[src/rtl/vt52_pkg.sv]
// ============================================================================
// Module   : vt52_pkg
// Purpose  : Shared constants, key offsets and FSM state type for the VT52
//            key encoder.
// Revision : 1.0 - initial release
// ============================================================================
`default_nettype none

package vt52_pkg;

    localparam logic [7:0] ESC       = 8'h1B;
    localparam logic [7:0] CR        = 8'h0D;
    localparam logic [7:0] LF        = 8'h0A;
    localparam logic [7:0] FIN_UP    = 8'h41;
    localparam logic [7:0] FIN_DOWN  = 8'h42;
    localparam logic [7:0] FIN_RIGHT = 8'h43;
    localparam logic [7:0] FIN_LEFT  = 8'h44;
    localparam logic [7:0] FIN_PF1   = 8'h50;
    localparam logic [7:0] FIN_PF2   = 8'h51;
    localparam logic [7:0] FIN_PF3   = 8'h52;
    localparam logic [7:0] FIN_PF4   = 8'h53;
    localparam logic [7:0] ID_MID    = 8'h2F;

    localparam logic [2:0] KEY_UP    = 3'd0;
    localparam logic [2:0] KEY_DOWN  = 3'd1;
    localparam logic [2:0] KEY_RIGHT = 3'd2;
    localparam logic [2:0] KEY_LEFT  = 3'd3;
    localparam logic [2:0] KEY_PF1   = 3'd4;
    localparam logic [2:0] KEY_PF2   = 3'd5;
    localparam logic [2:0] KEY_PF3   = 3'd6;
    localparam logic [2:0] KEY_PF4   = 3'd7;

    typedef enum logic [1:0] {
        IDLE  = 2'd0,
        SEND1 = 2'd1,
        SEND2 = 2'd2,
        SEND3 = 2'd3
    } state_t;

    typedef logic [1:0] len_t;

endpackage

`default_nettype wire

[src/rtl/vt52_key_encoder_if.sv]
// ============================================================================
// Module   : vt52_key_encoder_if
// Purpose  : Key input, identify request and AXI-stream output of the encoder.
// Revision : 1.0 - initial release
// ============================================================================
`default_nettype none

interface vt52_key_encoder_if;
    logic [7:0] key_data;
    logic       key_valid;
    logic       key_ready;
    logic       ident_req;
    logic [7:0] m_axis_tdata;
    logic       m_axis_tvalid;
    logic       m_axis_tready;
    logic       busy;

    modport master (
        input  key_data, key_valid, ident_req, m_axis_tready,
        output key_ready, m_axis_tdata, m_axis_tvalid, busy
    );

    modport slave (
        output key_data, key_valid, ident_req, m_axis_tready,
        input  key_ready, m_axis_tdata, m_axis_tvalid, busy
    );
endinterface

`default_nettype wire

[src/rtl/vt52_key_map.sv]
// ============================================================================
// Module   : vt52_key_map
// Purpose  : Combinational key code / identify -> byte sequence lookup.
//            Optional macro VT52_AUTO_LF_EN expands CR into CR LF.
// Revision : 1.0 - initial release
// ============================================================================
`default_nettype none

module vt52_key_map
    import vt52_pkg::*;
#(
    parameter logic [7:0] SPECIAL_BASE = 8'h80,
    parameter logic [7:0] IDENT_CHAR   = 8'h4B
) (
    input  logic [7:0] key_data,
    input  logic       ident_sel,
    output len_t       len,
    output logic [7:0] b1,
    output logic [7:0] b2,
    output logic [7:0] b3,
    output logic       drop
);

    logic [7:0] w_offset;
    assign w_offset = key_data - SPECIAL_BASE;

    always_comb begin
        len  = 2'd1;
        b1   = key_data;
        b2   = 8'h00;
        b3   = 8'h00;
        drop = 1'b0;
        if (ident_sel) begin
            len = 2'd3;
            b1  = ESC;
            b2  = ID_MID;
            b3  = IDENT_CHAR;
        end else if ((key_data >= SPECIAL_BASE) && (w_offset < 8'd8)) begin
            len = 2'd2;
            b1  = ESC;
            case (w_offset[2:0])
                KEY_UP:    b2 = FIN_UP;
                KEY_DOWN:  b2 = FIN_DOWN;
                KEY_RIGHT: b2 = FIN_RIGHT;
                KEY_LEFT:  b2 = FIN_LEFT;
                KEY_PF1:   b2 = FIN_PF1;
                KEY_PF2:   b2 = FIN_PF2;
                KEY_PF3:   b2 = FIN_PF3;
                KEY_PF4:   b2 = FIN_PF4;
                default:   b2 = 8'h00;
            endcase
`ifdef VT52_AUTO_LF_EN
        end else if (key_data == CR) begin
            len = 2'd2;
            b2  = LF;
`endif
        end else if (key_data[7]) begin
            // Unmapped high codes are consumed silently.
            drop = 1'b1;
        end
    end

endmodule

`default_nettype wire

[src/rtl/vt52_key_encoder.sv]
// ============================================================================
// Module   : vt52_key_encoder
// Purpose  : Encodes keys and identify requests into the VT52 host byte stream.
//            Optional macro VT52_AUTO_LF_EN (see vt52_key_map).
// Revision : 1.0 - initial release
// ============================================================================
`default_nettype none

module vt52_key_encoder
    import vt52_pkg::*;
#(
    parameter logic [7:0] SPECIAL_BASE = 8'h80,
    parameter logic [7:0] IDENT_CHAR   = 8'h4B
) (
    input  logic                      clk,
    input  logic                      reset,
    vt52_key_encoder_if.master        bus
);

    state_t     r_state, w_state_nxt;
    logic [7:0] r_tdata, w_tdata_nxt;
    logic       r_tvalid, w_tvalid_nxt;
    logic [7:0] r_b2, w_b2_nxt;
    logic [7:0] r_b3, w_b3_nxt;
    len_t       r_len, w_len_nxt;
    logic       r_pend, w_pend_nxt;

    logic       w_key_ready, w_take, w_hs;
    len_t       w_map_len;
    logic [7:0] w_map_b1, w_map_b2, w_map_b3;
    logic       w_map_drop;

    assign w_key_ready = (r_state == IDLE) && !r_pend;
    assign w_take      = bus.key_valid && w_key_ready;
    assign w_hs        = r_tvalid && bus.m_axis_tready;

    // A pending identify steers the map away from the key input.
    vt52_key_map #(
        .SPECIAL_BASE (SPECIAL_BASE),
        .IDENT_CHAR   (IDENT_CHAR)
    ) u_map (
        .key_data  (bus.key_data),
        .ident_sel (r_pend),
        .len       (w_map_len),
        .b1        (w_map_b1),
        .b2        (w_map_b2),
        .b3        (w_map_b3),
        .drop      (w_map_drop)
    );

    always_comb begin
        w_state_nxt  = r_state;
        w_tdata_nxt  = r_tdata;
        w_tvalid_nxt = r_tvalid;
        w_b2_nxt     = r_b2;
        w_b3_nxt     = r_b3;
        w_len_nxt    = r_len;
        w_pend_nxt   = r_pend | bus.ident_req;
        case (r_state)
            IDLE: begin
                if ((r_pend || w_take) && !w_map_drop) begin
                    w_state_nxt  = SEND1;
                    w_tvalid_nxt = 1'b1;
                    w_tdata_nxt  = w_map_b1;
                    w_b2_nxt     = w_map_b2;
                    w_b3_nxt     = w_map_b3;
                    w_len_nxt    = w_map_len;
                    if (r_pend) begin
                        w_pend_nxt = 1'b0;
                    end
                end
            end
            SEND1: begin
                if (w_hs) begin
                    if (r_len > 2'd1) begin
                        w_state_nxt = SEND2;
                        w_tdata_nxt = r_b2;
                    end else begin
                        w_state_nxt  = IDLE;
                        w_tvalid_nxt = 1'b0;
                    end
                end
            end
            SEND2: begin
                if (w_hs) begin
                    if (r_len > 2'd2) begin
                        w_state_nxt = SEND3;
                        w_tdata_nxt = r_b3;
                    end else begin
                        w_state_nxt  = IDLE;
                        w_tvalid_nxt = 1'b0;
                    end
                end
            end
            SEND3: begin
                if (w_hs) begin
                    w_state_nxt  = IDLE;
                    w_tvalid_nxt = 1'b0;
                end
            end
            default: begin
                w_state_nxt  = IDLE;
                w_tvalid_nxt = 1'b0;
            end
        endcase
    end

    always_ff @(posedge clk) begin
        if (reset) begin
            r_state  <= IDLE;
            r_tdata  <= 8'h00;
            r_tvalid <= 1'b0;
            r_b2     <= 8'h00;
            r_b3     <= 8'h00;
            r_len    <= 2'd1;
            r_pend   <= 1'b0;
        end else begin
            r_state  <= w_state_nxt;
            r_tdata  <= w_tdata_nxt;
            r_tvalid <= w_tvalid_nxt;
            r_b2     <= w_b2_nxt;
            r_b3     <= w_b3_nxt;
            r_len    <= w_len_nxt;
            r_pend   <= w_pend_nxt;
        end
    end

    assign bus.key_ready     = w_key_ready;
    assign bus.m_axis_tdata  = r_tdata;
    assign bus.m_axis_tvalid = r_tvalid;
    assign bus.busy          = (r_state != IDLE) || r_pend;

endmodule

`default_nettype wire

[src/flat_wrapper.sv]
// flat-port wrapper written by rule: the top's interface ports become plain ports
module vt52_key_encoder_flat import vt52_pkg::*;
#(
    parameter logic [7:0] SPECIAL_BASE = 8'h80,
    parameter logic [7:0] IDENT_CHAR   = 8'h4B
)
  (clk, reset, bus_key_data, bus_key_valid, bus_ident_req, bus_m_axis_tready, bus_key_ready, bus_m_axis_tdata, bus_m_axis_tvalid, bus_busy);
  vt52_key_encoder_if bus_i ();
  input  logic clk;
  input  logic reset;
  input wire logic [$bits(bus_i.key_data)-1:0] bus_key_data;
  input wire logic [$bits(bus_i.key_valid)-1:0] bus_key_valid;
  input wire logic [$bits(bus_i.ident_req)-1:0] bus_ident_req;
  input wire logic [$bits(bus_i.m_axis_tready)-1:0] bus_m_axis_tready;
  output wire logic [$bits(bus_i.key_ready)-1:0] bus_key_ready;
  output wire logic [$bits(bus_i.m_axis_tdata)-1:0] bus_m_axis_tdata;
  output wire logic [$bits(bus_i.m_axis_tvalid)-1:0] bus_m_axis_tvalid;
  output wire logic [$bits(bus_i.busy)-1:0] bus_busy;
  assign bus_i.key_data = bus_key_data;
  assign bus_i.key_valid = bus_key_valid;
  assign bus_i.ident_req = bus_ident_req;
  assign bus_i.m_axis_tready = bus_m_axis_tready;
  assign bus_key_ready = bus_i.key_ready;
  assign bus_m_axis_tdata = bus_i.m_axis_tdata;
  assign bus_m_axis_tvalid = bus_i.m_axis_tvalid;
  assign bus_busy = bus_i.busy;
  vt52_key_encoder #(.SPECIAL_BASE(SPECIAL_BASE), .IDENT_CHAR(IDENT_CHAR)) u_core (.clk(clk), .reset(reset), .bus(bus_i));
endmodule
[config.mk]
export PLATFORM = sky130hd
export DESIGN_NAME = vt52_key_encoder_flat
export DESIGN_NICKNAME = d
export VERILOG_FILES = /design/src/rtl/vt52_pkg.sv /design/src/rtl/vt52_key_encoder_if.sv /design/src/rtl/vt52_key_map.sv /design/src/rtl/vt52_key_encoder.sv /design/src/flat_wrapper.sv
export SDC_FILE = /design/constraint.sdc
export NUM_CORES = 1
export LEC_CHECK = 0
export CORE_MARGIN = 2
export CORE_UTILIZATION = 30
export DETAILED_ROUTE_END_ITERATION = 6
export MAX_ROUTING_LAYER = met4
export PLACE_DENSITY = 0.51
export RECOVER_POWER = 100
export SYNTH_ARGS = -nofsm -noshare
export SYNTH_HDL_FRONTEND = slang
export SYNTH_SLANG_ARGS = --single-unit
[constraint.sdc]
create_clock -name clk -period 8 [get_ports clk]
set_clock_uncertainty 0.2 [all_clocks]
set_input_delay 2.4 -clock clk [delete_from_list [all_inputs] [get_ports clk]]
set_output_delay 2.4 -clock clk [all_outputs]
set_load 0.005 [all_outputs]
==> results of run 1 <==
## cells by family after synthesis
kind of cell / after synthesis / share of synthesized area [%]
compound gates: 57 / 35.5
xor+xnor: 1 / 0.786
fa+ha+maj: 6 / 6.73
buf+inv: 16 / 5.50
flops: 20 / 35.9
mux: 2 / 1.91
simple gates: 30 / 13.7
## cells in the final DEF, fill, tap and decap left out, types with 2 or more instances in the layout
cell type / n
a311oi_1: 3
dlygate4sd3_1: 13
inv_1: 7
a31oi_1: 5
nand2_1: 9
o211ai_1: 4
clkbuf_8: 3
o21ai_0: 8
a21boi_0: 2
a2111oi_0: 2
nor3b_1: 3
ha_1: 6
clkdlybuf4s50_1: 10
nand4_1: 2
nor2_1: 8
a21oi_1: 16
dfxtp_1: 20
o2111ai_1: 4
## state kept, by name, indices dropped and copies added (netlist names)
signal / count
u_core.r_pend: 1
u_core.r_state: 2
u_core.r_len: 2
u_core.bus.m_axis_tdata: 8
u_core.r_b2: 6
u_core.bus.m_axis_tvalid: 1
## path summary, 6_finish.rpt
check / from / to / slack, ns / cells after the start
worst max register to register: u_core.r_state[0] / u_core.bus.m_axis_tdata[5] / 5.32 / 6
worst max-delay path: bus_key_data[6] / u_core.bus.m_axis_tdata[3] / 2.97 / 5
worst min register to register: u_core.r_b2[4] / u_core.r_b2[4] / 0.26 / 2
worst min-delay path: u_core.r_b2[4] / u_core.r_b2[4] / 0.26 / 2
## through the flow
stage	hold WS, ns	instance area (um2)	util [%]	instances	worst slack [ns]
after floorplan	0.232	1110	-	132	3.72
after global placement	0.242	1370	38.0	194	3.11
after detailed placement	0.253	1370	38.0	194	3.06
after CTS	0.265	1440	40.0	198	3.33
after global routing	0.293	1440	39.8	198	2.80
final	0.265	1440	39.8	198	2.97
## tightest hold or removal path, delay by kind of cell (launching register included)
| kind | cells | cell delay [ns] |
|---|---|---|
| and+or+nand+nor | 1 | 0.05 |
| AOI/OAI and AO/OA | 1 | 0.05 |
| DFF | 1 | 0.31 |
## routing by layer
metal	vias up	share of wire (%)	global-route usage (%)	wire length, um
met2	28	43	23.1	1290
li1	548	-	-	-
met1	510	52	22.4	1580
met3	2	4.9	3.47	149
met4	0	0.40	3.99	12
met5	-	0	-	0
## report_power, final
part,switching [uW],internal [uW],total [uW]
registers,13.0,116,129
logic,67.7,54.0,122
clock network,36.3,66.8,103
## cell type report
| class | count | area (um2) |
|---|---|---|
| clock buffers | 3 | 41.3 |
| fillers | 356 | 2170 |
| repair buffers | 23 | 230 |
| inverters | 7 | 26.3 |
| clock inverters | 1 | 30.0 |
| well taps | 48 | 60.1 |
| flip-flops and latches | 20 | 400 |
| multi-input cells | 96 | 647 |
==> flow_summary.yaml, run 1 <==
power_and_ir_drop:
  power.total_uw: 354
  peakVddDrop_mv: 0.0780
  leakagePower_uw: 0.000560
  pwr_density_cell_nw_per_um2: 247
timing:
  grt_setup_unrepaired: "no"
  tightest_slew_ns: 1.14
  setup_viol: 0
  tns_ns: 0
  hold_violations: 0
  slew_violations: 0
  fin_crit_ns: 5.03
  max_freq_mhz: 199
  period_share_pct: 62.9
  slew_headroom_pct: 23.6
global_routing:
  antenna_found_initial: 0
  grt-ovfl-total: 0
  grt_pass1_vias: 1033
  grt_use_total_pct: 15.9
  grt_pass1_wl_um: 5070
  grt_max_degree: 15
floorplan:
  initial_core_util_pct: 30.9
  dieArea_um2: 4220
  die_h_um: 65.0
  rows: 22
  core_area_um2: 3610
  die_w_um: 65.0
  io_pins: 24
setup_path:
  cp_slowest_cell: "a311oi_1"
  worst-path-buf-inv: 1
  path_delay_family: "compound AO/OA/AOI/OAI gates"
  end_kind: "flip-flop"
  path_cells: "dlygate4sd3_1, or4_1, a311oi_1, o2111ai_1, nand2_1"
  path_max_fanout: 9
  worstSetupPathType: "in2reg"
  start_kind: "input port"
  critPathRequiredTime_ns: 8.00
  worstPathArrival_ns: 5.03
  slowest_delay_ns: 0.99
synthesis:
  synth.most_common_cell: "dfxtp_1"
  netlist_area_um2: 1110
  synth_cells: 132
  synth_edf_count: 0
  ys_ff_latch: 20
  synth_common_cells: "20 x dfxtp_1, 16 x a21oi_1, 9 x nand2_1"
  async_flop_share_pct: 0
  yosysTopAreaCellShare_pct: 35.9
  yosysUniqueCellTypes: 43
  yosysWarnings: 0
  synthFlopType: "dfxtp_1"
  postSynthAreaPerCell_um2: 8.45
  syn-num-nets: 151
  synthTopCellsByArea: "dfxtp_1 36%, a21oi_1 7.2%, ha_1 6.7%"
  synth_seq_area_share_pct: 35.9
  synth.largest_area_cell: "dfxtp_1"
routing:
  vias: 1088
  firstDrtPassIters: 4
  post_drt_wl_per_cell_um: 15.3
  drtAntennaViolNets: 0
  drc: 0
  first_iter_violations: 70
  routed_wl_um: 3030
  routed_via_density: 5.49
status:
  status: "completed"
cts:
  cts_setup_buffers: 0
  cts_max_level: 1
  ctsResizeCount: 0
  cts_inserted_buffers: 3
  root_buffer: "clkbuf_8"
  cts_tree: "yes"
  insertion_delay_ns: 0.26
  path_clk_slew_ns: 0.08
  cts.sinks: 20
  postCtsHoldBufs: 0
  clockBufferDepth: 2
cells_and_area:
  nets: 170
  final_layout_size_suffix_gt1_share_pct: 3.33
  diodes: 0
  syn_to_final_growth_pct: 28.7
min_path:
  hold_path_class: "reg2reg"
placed_design:
  dp_hpwl_um: 2210
  portBuffers: 23
  place.gp.congestion: 0.877
job:
  cap_viol_max_count: 0
No activity file was read; power rests on OpenSTA's default activity.
==> run 2, diff against run 1 <==
--- a/config.mk
+++ b/config.mk
@@ -9,7 +9,7 @@
 export CORE_UTILIZATION = 30
 export DETAILED_ROUTE_END_ITERATION = 6
 export MAX_ROUTING_LAYER = met4
-export PLACE_DENSITY = 0.51
+export PLACE_DENSITY = 0.53
 export RECOVER_POWER = 100
 export SYNTH_ARGS = -nofsm -noshare
 export SYNTH_HDL_FRONTEND = slang
==> constraint.sdc (replaced) <==
create_clock -name clk -period 4.45 [get_ports clk]
set_clock_uncertainty 0.2 [all_clocks]
set_input_delay 1.335 -clock clk [delete_from_list [all_inputs] [get_ports clk]]
set_output_delay 1.335 -clock clk [all_outputs]
set_load 0.005 [all_outputs]
==> run 2 against run 1 <==
- critical path depth stayed put
- via count is 1.5% higher
- power is 69% higher
- non-clock buffer count is 2 higher
- first-iteration DRC count is 23% higher
- critical endpoint is now u_core.r_state[1]
- highest routed layer unchanged
==> flow_summary.yaml, run 2 (synthesis gave the netlist of run 1 again) <==
setup_path:
  reg2reg_to: "u_core.r_state[1]"
  worst-path-buf-inv: 1
  start_kind: "input port"
  path_cells: "dlygate4sd3_1, or4_1, a311o_1, or4b_1, a21oi_1"
  crit_start: "bus_key_data[4]"
  worstPathArrival_ns: 3.72
  worstSetupPathType: "in2reg"
  slowest_delay_ns: 0.62
  path_delay_family: "simple AND/OR/NAND/NOR gates"
  path_max_fanout: 12
  end_kind: "flip-flop"
  r2r-start: "u_core.r_state[0]"
  critPathRequiredTime_ns: 4.44
  ff2ff_path_depth: 6
  reg2reg_slack_ns: 2.02
  cp_slowest_cell: "or4_1"
global_routing:
  grt-ovfl-total: 0
  grt_max_degree: 15
  grt_use_total_pct: 15.7
  grt_pass1_vias: 1025
  grt_pass1_wl_um: 4960
  antenna_found_initial: 0
placed_design:
  portBuffers: 23
  dp_cells: 196
  place.gp.congestion: 0.747
  dp_hpwl_um: 2220
  place_ws_ns: 0.591
timing:
  max_freq_mhz: 268
  tightest_slew_ns: 0.698
  period_share_pct: 83.9
  grt_setup_unrepaired: "no"
  setup_viol: 0
  hold_violations: 0
  slew_headroom_pct: 53.5
  fin_hold_ws_ns: 0.262
  fin_crit_ns: 3.73
  slew_violations: 0
  tns_ns: 0
  final.setup.worst_slack_ns: 0.718
cts:
  insertion_delay_ns: 0.26
  cts_setup_buffers: 0
  path_clk_slew_ns: 0.07
  postCtsHoldBufs: 0
  root_buffer: "clkbuf_8"
  cts_tree: "yes"
  cts_inserted_buffers: 3
  clockBufferDepth: 2
  cts.sinks: 20
  ctsResizeCount: 0
  cts_max_level: 1
cells_and_area:
  final_cell_mix: "20 x dfxtp_1, 16 x a21oi_1, 13 x dlygate4sd3_1"
  syn_to_final_growth_pct: 29.2
  final_cells: 200
  register_area_um2: 400
  nets: 172
  n_fill_cell: 378
  multi_input_area_um2: 653
  largest_register_ffs: 8
  final_common_cell: "dfxtp_1"
  diodes: 0
  final_layout_size_suffix_gt1_share_pct: 5.26
routing:
  vias: 1104
  routed_wl_um: 3100
  drtAntennaViolNets: 0
  wl_met2_um: 1460
  drc: 0
  first_iter_violations: 86
  firstDrtPassIters: 4
  met3_length_um: 91
  drt-met1-wl_um: 1530
  top_layer: "met4"
  post_drt_wl_per_cell_um: 15.5
  routed_via_density: 5.52
power_and_ir_drop:
  leakagePower_uw: 0.000564
  power.total_uw: 599
  pwr_density_cell_nw_per_um2: 416
  peakVddDrop_mv: 0.231
min_path:
  min_from: "u_core.bus.m_axis_tdata[7]"
  whs_path_depth: 1
  hold_end: "u_core.bus.m_axis_tdata[7]"
  hold_path_class: "reg2reg"
floorplan:
  core_area_um2: 3610
  initial_core_util_pct: 30.9
  die_h_um: 65.0
  dieArea_um2: 4220
  die_w_um: 65.0
  rows: 22
  io_pins: 24
job:
  cap_viol_max_count: 0
status:
  status: "completed"
## run 2: power breakdown
| part | total [uW] | leakage [uW] | internal, uW | switching (uW) |
|---|---|---|---|---|
| registers | 233 | 0.000164 | 210 | 23.1 |
| clock network | 140 | 0.0000288 | 78.8 | 61.4 |
| logic | 227 | 0.000371 | 103 | 124 |
## run 2: routing by layer
| layer | vias to the layer above | GRT usage (%) |
|---|---|---|
| met5 | - | - |
| met4 | 0 | 3.99 |
| met3 | 2 | 3.30 |
| met2 | 25 | 25.1 |
| met1 | 530 | 20.1 |
| li1 | 547 | - |
## run 2: how the worst max path moves through the flow
stage | endpoint | cells after the start
6_report | u_core.r_state[1] | 5
5_1_grt | u_core.r_state[1] | 5
4_1_cts | u_core.r_state[1] | 5
3_5_place_dp | u_core.r_state[1] | 5
3_3_place_gp | u_core.r_state[1] | 5
2_1_floorplan | u_core.bus.m_axis_tvalid | 6
## run 2: cell type report
type / instances / share of cell area, %
multi-input cells: 96 / 45.4
repair buffers: 25 / 17.0
flip-flops and latches: 20 / 27.8
clock buffers: 4 / 3.82
well taps: 48 / 4.17
inverters: 7 / 1.82
## run 2: per-stage QoR
step                cell area (um2)  util [%]
global placement               1390      38.4
floorplan                      1110         -
detailed placement             1390      38.4
finish                         1440      39.9
CTS                            1440      39.9
global route                   1440      39.9
==> run 3, diff against run 2 <==
--- a/config.mk
+++ b/config.mk
@@ -9,7 +9,7 @@
 export CORE_UTILIZATION = 30
 export DETAILED_ROUTE_END_ITERATION = 6
 export MAX_ROUTING_LAYER = met4
-export PLACE_DENSITY = 0.53
+export PLACE_DENSITY = 0.51
 export RECOVER_POWER = 100
 export SYNTH_ARGS = -nofsm -noshare
 export SYNTH_HDL_FRONTEND = slang
==> constraint.sdc (replaced) <==
create_clock -name clk -period 3.9 [get_ports clk]
set_clock_uncertainty 0.2 [all_clocks]
set_input_delay 1.17 -clock clk [delete_from_list [all_inputs] [get_ports clk]]
set_output_delay 1.17 -clock clk [all_outputs]
set_load 0.005 [all_outputs]
==> run 3 against run 2 <==
- combinational power rose by 15%
- design area is 0.43% lower
- final cell count increased by 0.50%
- setup slack lost 0.39 ns
- non-clock buffer count increased by 2
- global-route usage increased by 0.14 points
- via count down 1.1%
- wire length fell by 2.9%
- worst hold slack better by 0.00053 ns
- count of clock-buffer cells in the layout decreased by 1
- clock power down 5%
- critical path type unchanged
- highest routed layer unchanged
==> flow_summary.yaml, run 3 (synthesis gave the netlist of run 1 again) <==
floorplan:
  rows: 22
  die_w_um: 65.0
  initial_core_util_pct: 30.9
  core_area_um2: 3610
  io_pins: 24
  die_h_um: 65.0
  dieArea_um2: 4220
setup_path:
  end_kind: "flip-flop"
  path_depth: 5
  ff2ff_path_depth: 6
  critPathRequiredTime_ns: 3.88
  slowest_delay_ns: 0.60
  path_cells: "dlygate4sd3_1, or4_1, a311o_1, or4b_1, a21oi_1"
  worstSetupPathType: "in2reg"
  path_max_fanout: 12
  cp_slowest_cell: "or4_1"
  path_delay_family: "simple AND/OR/NAND/NOR gates"
  worst-path-buf-inv: 1
  start_kind: "input port"
  worstPathArrival_ns: 3.56
routing:
  firstDrtPassIters: 4
  drc: 0
  first_iter_violations: 50
  vias: 1092
  drtAntennaViolNets: 0
  routed_wl_um: 3010
  post_drt_wl_per_cell_um: 15.0
  routed_via_density: 5.43
cts:
  insertion_delay_ns: 0.25
  clockBufferDepth: 2
  postCtsHoldBufs: 0
  cts_tree: "yes"
  ctsResizeCount: 0
  cts.sinks: 20
  cts_max_level: 1
  root_buffer: "clkbuf_8"
  cts_setup_buffers: 0
  cts_inserted_buffers: 3
  path_clk_slew_ns: 0.07
cells_and_area:
  multi_input_area_um2: 653
  final_common_cell: "dfxtp_1"
  final_util_pct: 39.8
  final_layout_size_suffix_gt1_share_pct: 4.58
  register_area_um2: 400
  final_cell_area_um2: 1430
  nets: 174
  syn_to_final_growth_pct: 28.6
  final_cell_mix: "20 x dfxtp_1, 16 x a21oi_1, 13 x dlygate4sd3_1"
  n_fill_cell: 366
  diodes: 0
  largest_register_ffs: 8
power_and_ir_drop:
  leakagePower_uw: 0.000559
  peakVddDrop_mv: 0.144
  power.total_uw: 659
  pwr_density_cell_nw_per_um2: 459
global_routing:
  grt_pass1_vias: 1091
  antenna_found_initial: 0
  grt-ovfl-total: 0
  grt_pass1_wl_um: 5070
  grt_use_total_pct: 15.8
  grt_max_degree: 15
placed_design:
  place.gp.congestion: 0.839
  place_area_um2: 1400
  portBuffers: 23
  dp_hpwl_um: 2250
timing:
  fin_crit_ns: 3.58
  setup_viol: 0
  tns_ns: 0
  slew_violations: 0
  slew_headroom_pct: 60.1
  grt_setup_unrepaired: "no"
  period_share_pct: 91.7
  tightest_slew_ns: 0.596
  hold_violations: 0
  max_freq_mhz: 280
job:
  cap_viol_max_count: 0
min_path:
  whs_path_depth: 1
  hold_path_class: "reg2reg"
status:
  status: "completed"
==> run 3: metrics by stage <==
step | hold WS (ns) | cells | setup WS (ns)
2_1_floorplan | 0.232 | 132 | 0.852
3_3_place_gp | 0.243 | 198 | 0.223
3_5_place_dp | 0.252 | 198 | 0.184
4_1_cts | 0.262 | 201 | 0.446
5_1_grt | 0.277 | 201 | 0.223
6_report | 0.263 | 201 | 0.323
==> run 3: layout make-up <==
type / count / share of cell area (%)
clock buffer: 3 / 2.88
tap: 48 / 4.19
timing repair buffer: 27 / 17.6
inverter: 7 / 1.83
multi-input combinational: 96 / 45.5
sequential: 20 / 27.9
==> run 3: power breakdown <==
| part | total [uW] | internal (uW) | leakage, uW | switching, uW |
|---|---|---|---|---|
| Combinational | 260 | 119 | 0.000373 | 141 |
| Sequential | 266 | 239 | 0.000164 | 26.9 |
| Clock | 133 | 68.7 | 0.0000216 | 63.9 |
==> run 3: layer usage <==
| layer | wire, um | share of wire [%] | vias to the layer above | global-route usage (%) |
|---|---|---|---|---|
| met5 | 0 | 0 | - | - |
| met2 | 1260 | 42 | 31 | 22.9 |
| met3 | 149 | 4.9 | 4 | 2.43 |
| met4 | 43 | 1.4 | 0 | 6.12 |
| met1 | 1560 | 52 | 501 | 22.0 |
| li1 | - | - | 556 | - |
==> run 3: final timing paths <==
path                                                  from                    endpoint  slack [ns]
worst max-delay path                       bus_key_data[4]           u_core.r_state[1]        0.32
worst min register to register  u_core.bus.m_axis_tdata[7]  u_core.bus.m_axis_tdata[7]        0.26
worst min-delay path            u_core.bus.m_axis_tdata[7]  u_core.bus.m_axis_tdata[7]        0.26
worst max register to register           u_core.r_state[1]           u_core.r_state[1]        1.44
==> run 3: worst register-to-register path, stage by stage, from the launching register on <==
cell and delay [ns]:
dfxtp_1 0.37, inv_1 0.09, ha_1 0.34, a21boi_0 0.23, a311o_1 0.47, or4b_1 0.55
a21oi_1 0.14
